### config.mk
export PLATFORM = sky130hd
export DESIGN_NAME = collatz_sweep_ctrl
export DESIGN_NICKNAME = d
export VERILOG_FILES = /design/src/rtl/collatz_sweep_ctrl.sv
export SDC_FILE = /design/constraint.sdc
export NUM_CORES = 1
export LEC_CHECK = 0
export ABC_CLOCK_PERIOD_IN_PS = 2700
export CAP_MARGIN = 25
export CORE_UTILIZATION = 29
export CTS_CLUSTER_SIZE = 8
export DETAILED_ROUTE_END_ITERATION = 10
export PLACE_DENSITY = 0.49
export SKIP_CTS_REPAIR_TIMING = 1
export SYNTH_ARGS = -nofsm -noshare
export SYNTH_HDL_FRONTEND = slang
export SYNTH_SLANG_ARGS = --single-unit
### constraint.sdc
create_clock -name clk -period 2.7 [get_ports clk]
set_input_delay 0.54 -clock clk [delete_from_list [all_inputs] [get_ports clk]]
set_output_delay 0.54 -clock clk [all_outputs]
set_load 0.02 [all_outputs]
### src/rtl/collatz_sweep_ctrl.sv
// Sweep sequencer for the Collatz iteration core: runs every N in [n_first, n_last]
// through the core and keeps the largest iteration count, with a per-run watchdog.
module collatz_sweep_ctrl #(
    parameter int unsigned N_W     = 8,
    parameter int unsigned CNT_W   = 8,
    parameter int unsigned TIMEOUT = 1023
) (
    input  logic             clk,
    input  logic             rst_n,
    input  logic             go,
    input  logic [N_W-1:0]   n_first,
    input  logic [N_W-1:0]   n_last,
    output logic             core_start,
    output logic [N_W-1:0]   core_n,
    input  logic             core_busy,
    input  logic [CNT_W-1:0] core_count,
    output logic             busy,
    output logic             done,
    output logic [CNT_W-1:0] max_count,
    output logic [N_W-1:0]   max_n,
    output logic [N_W:0]     runs,
    output logic             err_range,
    output logic             err_timeout
);

    localparam int unsigned TMR_W  = $clog2(TIMEOUT + 1);
    localparam int unsigned RUNS_W = N_W + 1;

    typedef enum logic [2:0] {
        IDLE   = 3'd0,
        DRAIN  = 3'd1,
        LAUNCH = 3'd2,
        RUN    = 3'd3,
        FINISH = 3'd4
    } state_t;

    state_t           state;
    state_t           state_nxt;
    logic [N_W-1:0]   cur;
    logic [N_W-1:0]   last;
    logic [TMR_W-1:0] timer;

    logic range_bad_c;
    logic at_last_c;
    logic expired_c;
    logic new_max_c;

    assign range_bad_c = (n_first == '0) || (n_first > n_last);
    assign at_last_c   = (cur == last);
    assign expired_c   = (timer == TMR_W'(TIMEOUT - 1));
    assign new_max_c   = (core_count > max_count);
    assign core_n      = cur;

    // State register
    always_ff @(posedge clk or negedge rst_n) begin
        if (!rst_n) begin
            state <= IDLE;
        end else begin
            state <= state_nxt;
        end
    end

    // Next-state logic; a core handshake on the same edge as expiry wins over the watchdog
    always_comb begin
        state_nxt = state;
        case (state)
            IDLE: begin
                if (go) begin
                    state_nxt = range_bad_c ? FINISH : DRAIN;
                end
            end
            DRAIN: begin
                if (!core_busy) begin
                    state_nxt = LAUNCH;
                end
            end
            LAUNCH: begin
                if (core_busy) begin
                    state_nxt = RUN;
                end else if (expired_c) begin
                    state_nxt = FINISH;
                end
            end
            RUN: begin
                if (!core_busy) begin
                    state_nxt = at_last_c ? FINISH : DRAIN;
                end else if (expired_c) begin
                    state_nxt = FINISH;
                end
            end
            FINISH:  state_nxt = IDLE;
            default: state_nxt = IDLE;
        endcase
    end

    // Control outputs decoded straight from the state register
    always_comb begin
        core_start = 1'b0;
        busy       = 1'b1;
        done       = 1'b0;
        case (state)
            IDLE:    busy       = 1'b0;
            LAUNCH:  core_start = 1'b1;
            FINISH:  done       = 1'b1;
            default: ;
        endcase
    end

    // Operand sequencing, watchdog timer and result capture
    always_ff @(posedge clk or negedge rst_n) begin
        if (!rst_n) begin
            cur         <= '0;
            last        <= '0;
            timer       <= '0;
            max_count   <= '0;
            max_n       <= '0;
            runs        <= '0;
            err_range   <= 1'b0;
            err_timeout <= 1'b0;
        end else begin
            case (state)
                IDLE: begin
                    if (go) begin
                        max_count   <= '0;
                        max_n       <= '0;
                        runs        <= '0;
                        err_timeout <= 1'b0;
                        err_range   <= range_bad_c;
                        if (!range_bad_c) begin
                            cur  <= n_first;
                            last <= n_last;
                        end
                    end
                end
                DRAIN: begin
                    timer <= '0;
                end
                LAUNCH: begin
                    timer <= timer + TMR_W'(1);
                    if (!core_busy && expired_c) begin
                        err_timeout <= 1'b1;
                    end
                end
                RUN: begin
                    timer <= timer + TMR_W'(1);
                    if (!core_busy) begin
                        runs <= runs + RUNS_W'(1);
                        if (new_max_c) begin
                            max_count <= core_count;
                            max_n     <= cur;
                        end
                        // Last-check before increment keeps cur from wrapping at the top value
                        if (!at_last_c) begin
                            cur <= cur + N_W'(1);
                        end
                    end else if (expired_c) begin
                        err_timeout <= 1'b1;
                    end
                end
                default: ;
            endcase
        end
    end

endmodule

# Yosys cells after proc, flatten, opt, wreduce, memory -nomap -nowiden
# Cells that the tools add are included.
# word_totals
register_bits	56
in_bits	28
output_inout_bits	38
word_cells	78
# classes
n_addsub	3
n_lt_le_gt_ge	2
eq_ne	15
muxes	32
n_bitwise	1
reduce_logical	16
# op_table
cell	n
$mux 8	9
$pmux 8 s2	3
$mux 3	7
$pmux 10 s2	1
$mux 9	2
$ne 2x2->1 const B	9
$pmux 9 s2	1
$gt 8x8->1	2
$pmux 3 s4	1
$add 10x1->10 const B	1
$eq 10x10->1 const B	1
$reduce_and 5->1	2
$add 9x1->9 const B	1
$add 8x1->8 const B	1
$eq 8x8->1	1
$logic_not 8->1	1
$mux 1	7
$eq 3x2->1 const B	2
$reduce_and 3->1	2
$reduce_and 2->1	2
$reduce_and 4->1	1
$reduce_bool 2->1	2
$eq 3x1->1 const B	1
$eq 3x3->1 const B	1
other kinds (8)	8

# Longest topological paths before layout
# logic_depth
depth_word	5
mapped_depth	11
mapped_depth_nobuf	8

# Least setup slack after synthesis
# No wires, ideal clock.
# synth_timing
kind	input to register
start	input port core_count[1]
end	register max_n[2]
setup_ps	121
arrival_ps	2264
required_time_ps	2579
path_slack_ps	315
path_stages	9
path_buffers	2
path_cell_list	ha_1 > nor2b_1 > o211ai_2 > a21oi_1 > or4_4 > and3b_1 > buf_6 > buf_8 > a22o_1
# synth_via
elab_chain_len	3
# synth_rtl
element	line_no	source
start: declaration	16	input logic [CNT_W-1:0] core_count,
$gt 8x8->1	51	assign new_max_c = (core_count > max_count);
$ne 2x2->1 (no line)	--	
$reduce_and 4->1 (no line)	--	
end signal: assignment	150	max_n <= cur;
end: declaration	20	output logic [N_W-1:0] max_n,
# Every way passes these cells.
# A chain may end at the register's enable or synchronous reset.

# Worst setup path in the final report
# layout_timing
start	input port core_count[1]
end	register max_n[5]
# Same word-level chain as after synthesis.

==> flow_summary.toml <==
[synth]
syn_area_per_cell_um2 = 9.68
syn-num-nets = 381
yosys.cell_types.count = 54
ys_ff_latch = 56
syn_inst = 333
synth-seq-area-share = 0.435
async_flop_share = 1.00
synthFlopType = "dfrtp_1"
synth_area_um2 = 3220
ys_warn_count = 0
synth_edf_count = 0

[global_route]
grt_overflow = 0
grt_usage = 0.153
grt_pass1_wl_um = 14000
antenna_found_initial = 0
first_global_vias = 2800
grt_max_degree = 41

[floorplanning]
die_x_um = 107
ios = 66
die_area_um2 = 11500
core_um2 = 10800
dieHeight_um = 107
initial_core_util = 0.297
placementRows = 38

[timing]
relSlewSlack = 0.586
fin_crit_sh = 0.921
finalHoldViolations = 0
min_period_ps = 2490
fmax_ghz = 0.402
rsz0062_at_grt = "false"
drv_slew = 0
setup_ws_ps = 212
skew_ps = 6.28
worst_slew_pin_slew_ps = 615
finalSetupViolations = 0

[clock_network]
cts.sinks = 56
clockBufferDepth = 2
tritoncts = "built"
path_clk_slew_ps = 100
htree_levels = 2
cts_made_buffers = 5
insertion_delay_ps = 310
clockRootBuffer = "clkbuf_8"

[worst_setup_path]
cp.arrival_ps = 2690
path_max_fanout = 8
endpoint = "max_n[5]$_DFFE_PN0P_"
timing.rr.start = "core_n[7]$_DFFE_PN0P_"
reg2reg_to = "core_n[3]$_DFFE_PN0P_"
r2r_cells = 6
worstPathRequired_ps = 2910
critPathCaptureType = "flip-flop"
start_kind = "input pin"
crit_type = "in -> reg"
cp-startpoint = "core_count[1]"
regToRegSetupSlack_ps = 460

[route]
wl_per_cell_um = 14.8
first_pass_iters = 6
wl_um = 8420
drt_iter0_drc = 148
drcViolationCount = 0
num_vias = 2848
drt-vias-per-instance = 5.01
ant_nets = 0

[placement]
place_hpwl_um = 6450
place_congestion = 0.818
pre_cts_ws_ps = -131
port-buffer-count = 65

[layout]
areaGrowthSynthToFinish_pct = 34.8
nets = 476
final_layout_size_suffix_gt1_frac = 0.138
antenna_cells = 0

[power]
vdd_drop_max_mv = 0.261
power_mw = 3.30
p_leak_nw = 1.91
power.density_nw_per_um2 = 761

[status]
status = "complete, no violations"

[flow_run]
cap_violations = 0

[min_path]
hp-class = "in -> async"
## worst min-delay path by stage
stage | from | end
6_report | rst_n | timer[1]$_DFFE_PN0P_
3_5_place_dp | timer[9]$_DFFE_PN0P_ | timer[9]$_DFFE_PN0P_
2_1_floorplan | rst_n | core_n[0]$_DFFE_PN0P_
4_1_cts | rst_n | runs[7]$_DFFE_PN0P_
5_1_grt | rst_n | runs[6]$_DFFE_PN0P_
3_3_place_gp | timer[9]$_DFFE_PN0P_ | timer[9]$_DFFE_PN0P_
## synth_stat cells (5+ instances only)
master,number,area (µm²)
dfrtp_1,56,1400
o21ai_0,31,155
nand2_1,25,93.8
inv_1,24,90.1
nor2_1,22,82.6
ha_1,20,250
a22o_1,18,158
a21oi_1,13,65.1
xor2_1,13,114
nand4_1,12,75.1
nand3_1,8,40.0
a31oi_1,7,43.8
buf_2,6,30.0
a22oi_1,5,37.5
and3_1,5,31.3
o211ai_1,5,37.5
## routing by layer
layer	vias up	GRT usage	part of all wire
met5	-	0	0
met4	0	0.0411	0.011
met1	1371	0.206	0.46
li1	1397	-	-
met3	8	0.0188	0.041
met2	72	0.260	0.48
## layout by cell type, fill, tap and decap left out, drive strengths merged, types with 3 or more instances in the layout
cell type	instances
a21o	3
a21oi	14
a22o	18
a22oi	5
a31oi	7
and3	5
buf	39
clkbuf	6
clkdlybuf4s50	64
dfrtp	56
ha	20
inv	24
mux2i	4
nand2	27
nand3	9
nand4	13
nor2	22
nor2b	4
nor4	4
o211ai	6
o21ai	32
o22ai	3
or3	3
xor2	13
## state kept, by name (all words and copies together) (netlist names)
name / count
err_range: 1
max_n: 8
max_count: 8
last: 8
runs: 9
timer: 10
state: 3
err_timeout: 1
core_n: 8
## report_power, final
part	internal, mW	switching [mW]
Combinational	0.732	0.826
Clock	0.186	0.288
Sequential	1.02	0.249
Total	1.94	1.36
## cells by family after synthesis
logic type | count (synthesis) | share of synthesized area
flip-flops | 56 | 0.435
adder cells (fa/ha/maj) | 20 | 0.0776
AND/OR/NAND/NOR | 98 | 0.163
XOR/XNOR | 14 | 0.0380
multiplexers | 5 | 0.0159
AO/OA/AOI/OAI | 101 | 0.213
buffers and inverters | 39 | 0.0571
## cell type report
type	instances	area, µm²
well taps	140	175
clock inverters	2	16.3
flip-flops and latches	56	1400
repair buffers	103	951
clock buffers	6	72.6
multi-input cells	238	1640
inverters	24	90.1
fillers	1115	6500
## critical path: stages
cell and delay [ps]:
clkdlybuf4s50_1 440, ha_1 320, nor2b_1 140, o211ai_2 120, a21oi_1 80, or4_4 510, and3b_1 190, buf_4 160
a22o_1 180
## per-stage QoR
stage          TNS (ps)  utilization  instance area (µm²)  std cells  hold WS (ps)
6_report              0        0.401                 4340        569           168
5_1_grt               0        0.401                 4340        569           198
4_1_cts               0        0.398                 4320        568           402
3_5_place_dp      -1940        0.390                 4230        560           465
3_3_place_gp      -1420        0.390                 4230        560           469
2_1_floorplan         0            -                 3220        333           244
No activity file was read; power rests on OpenSTA's default activity.
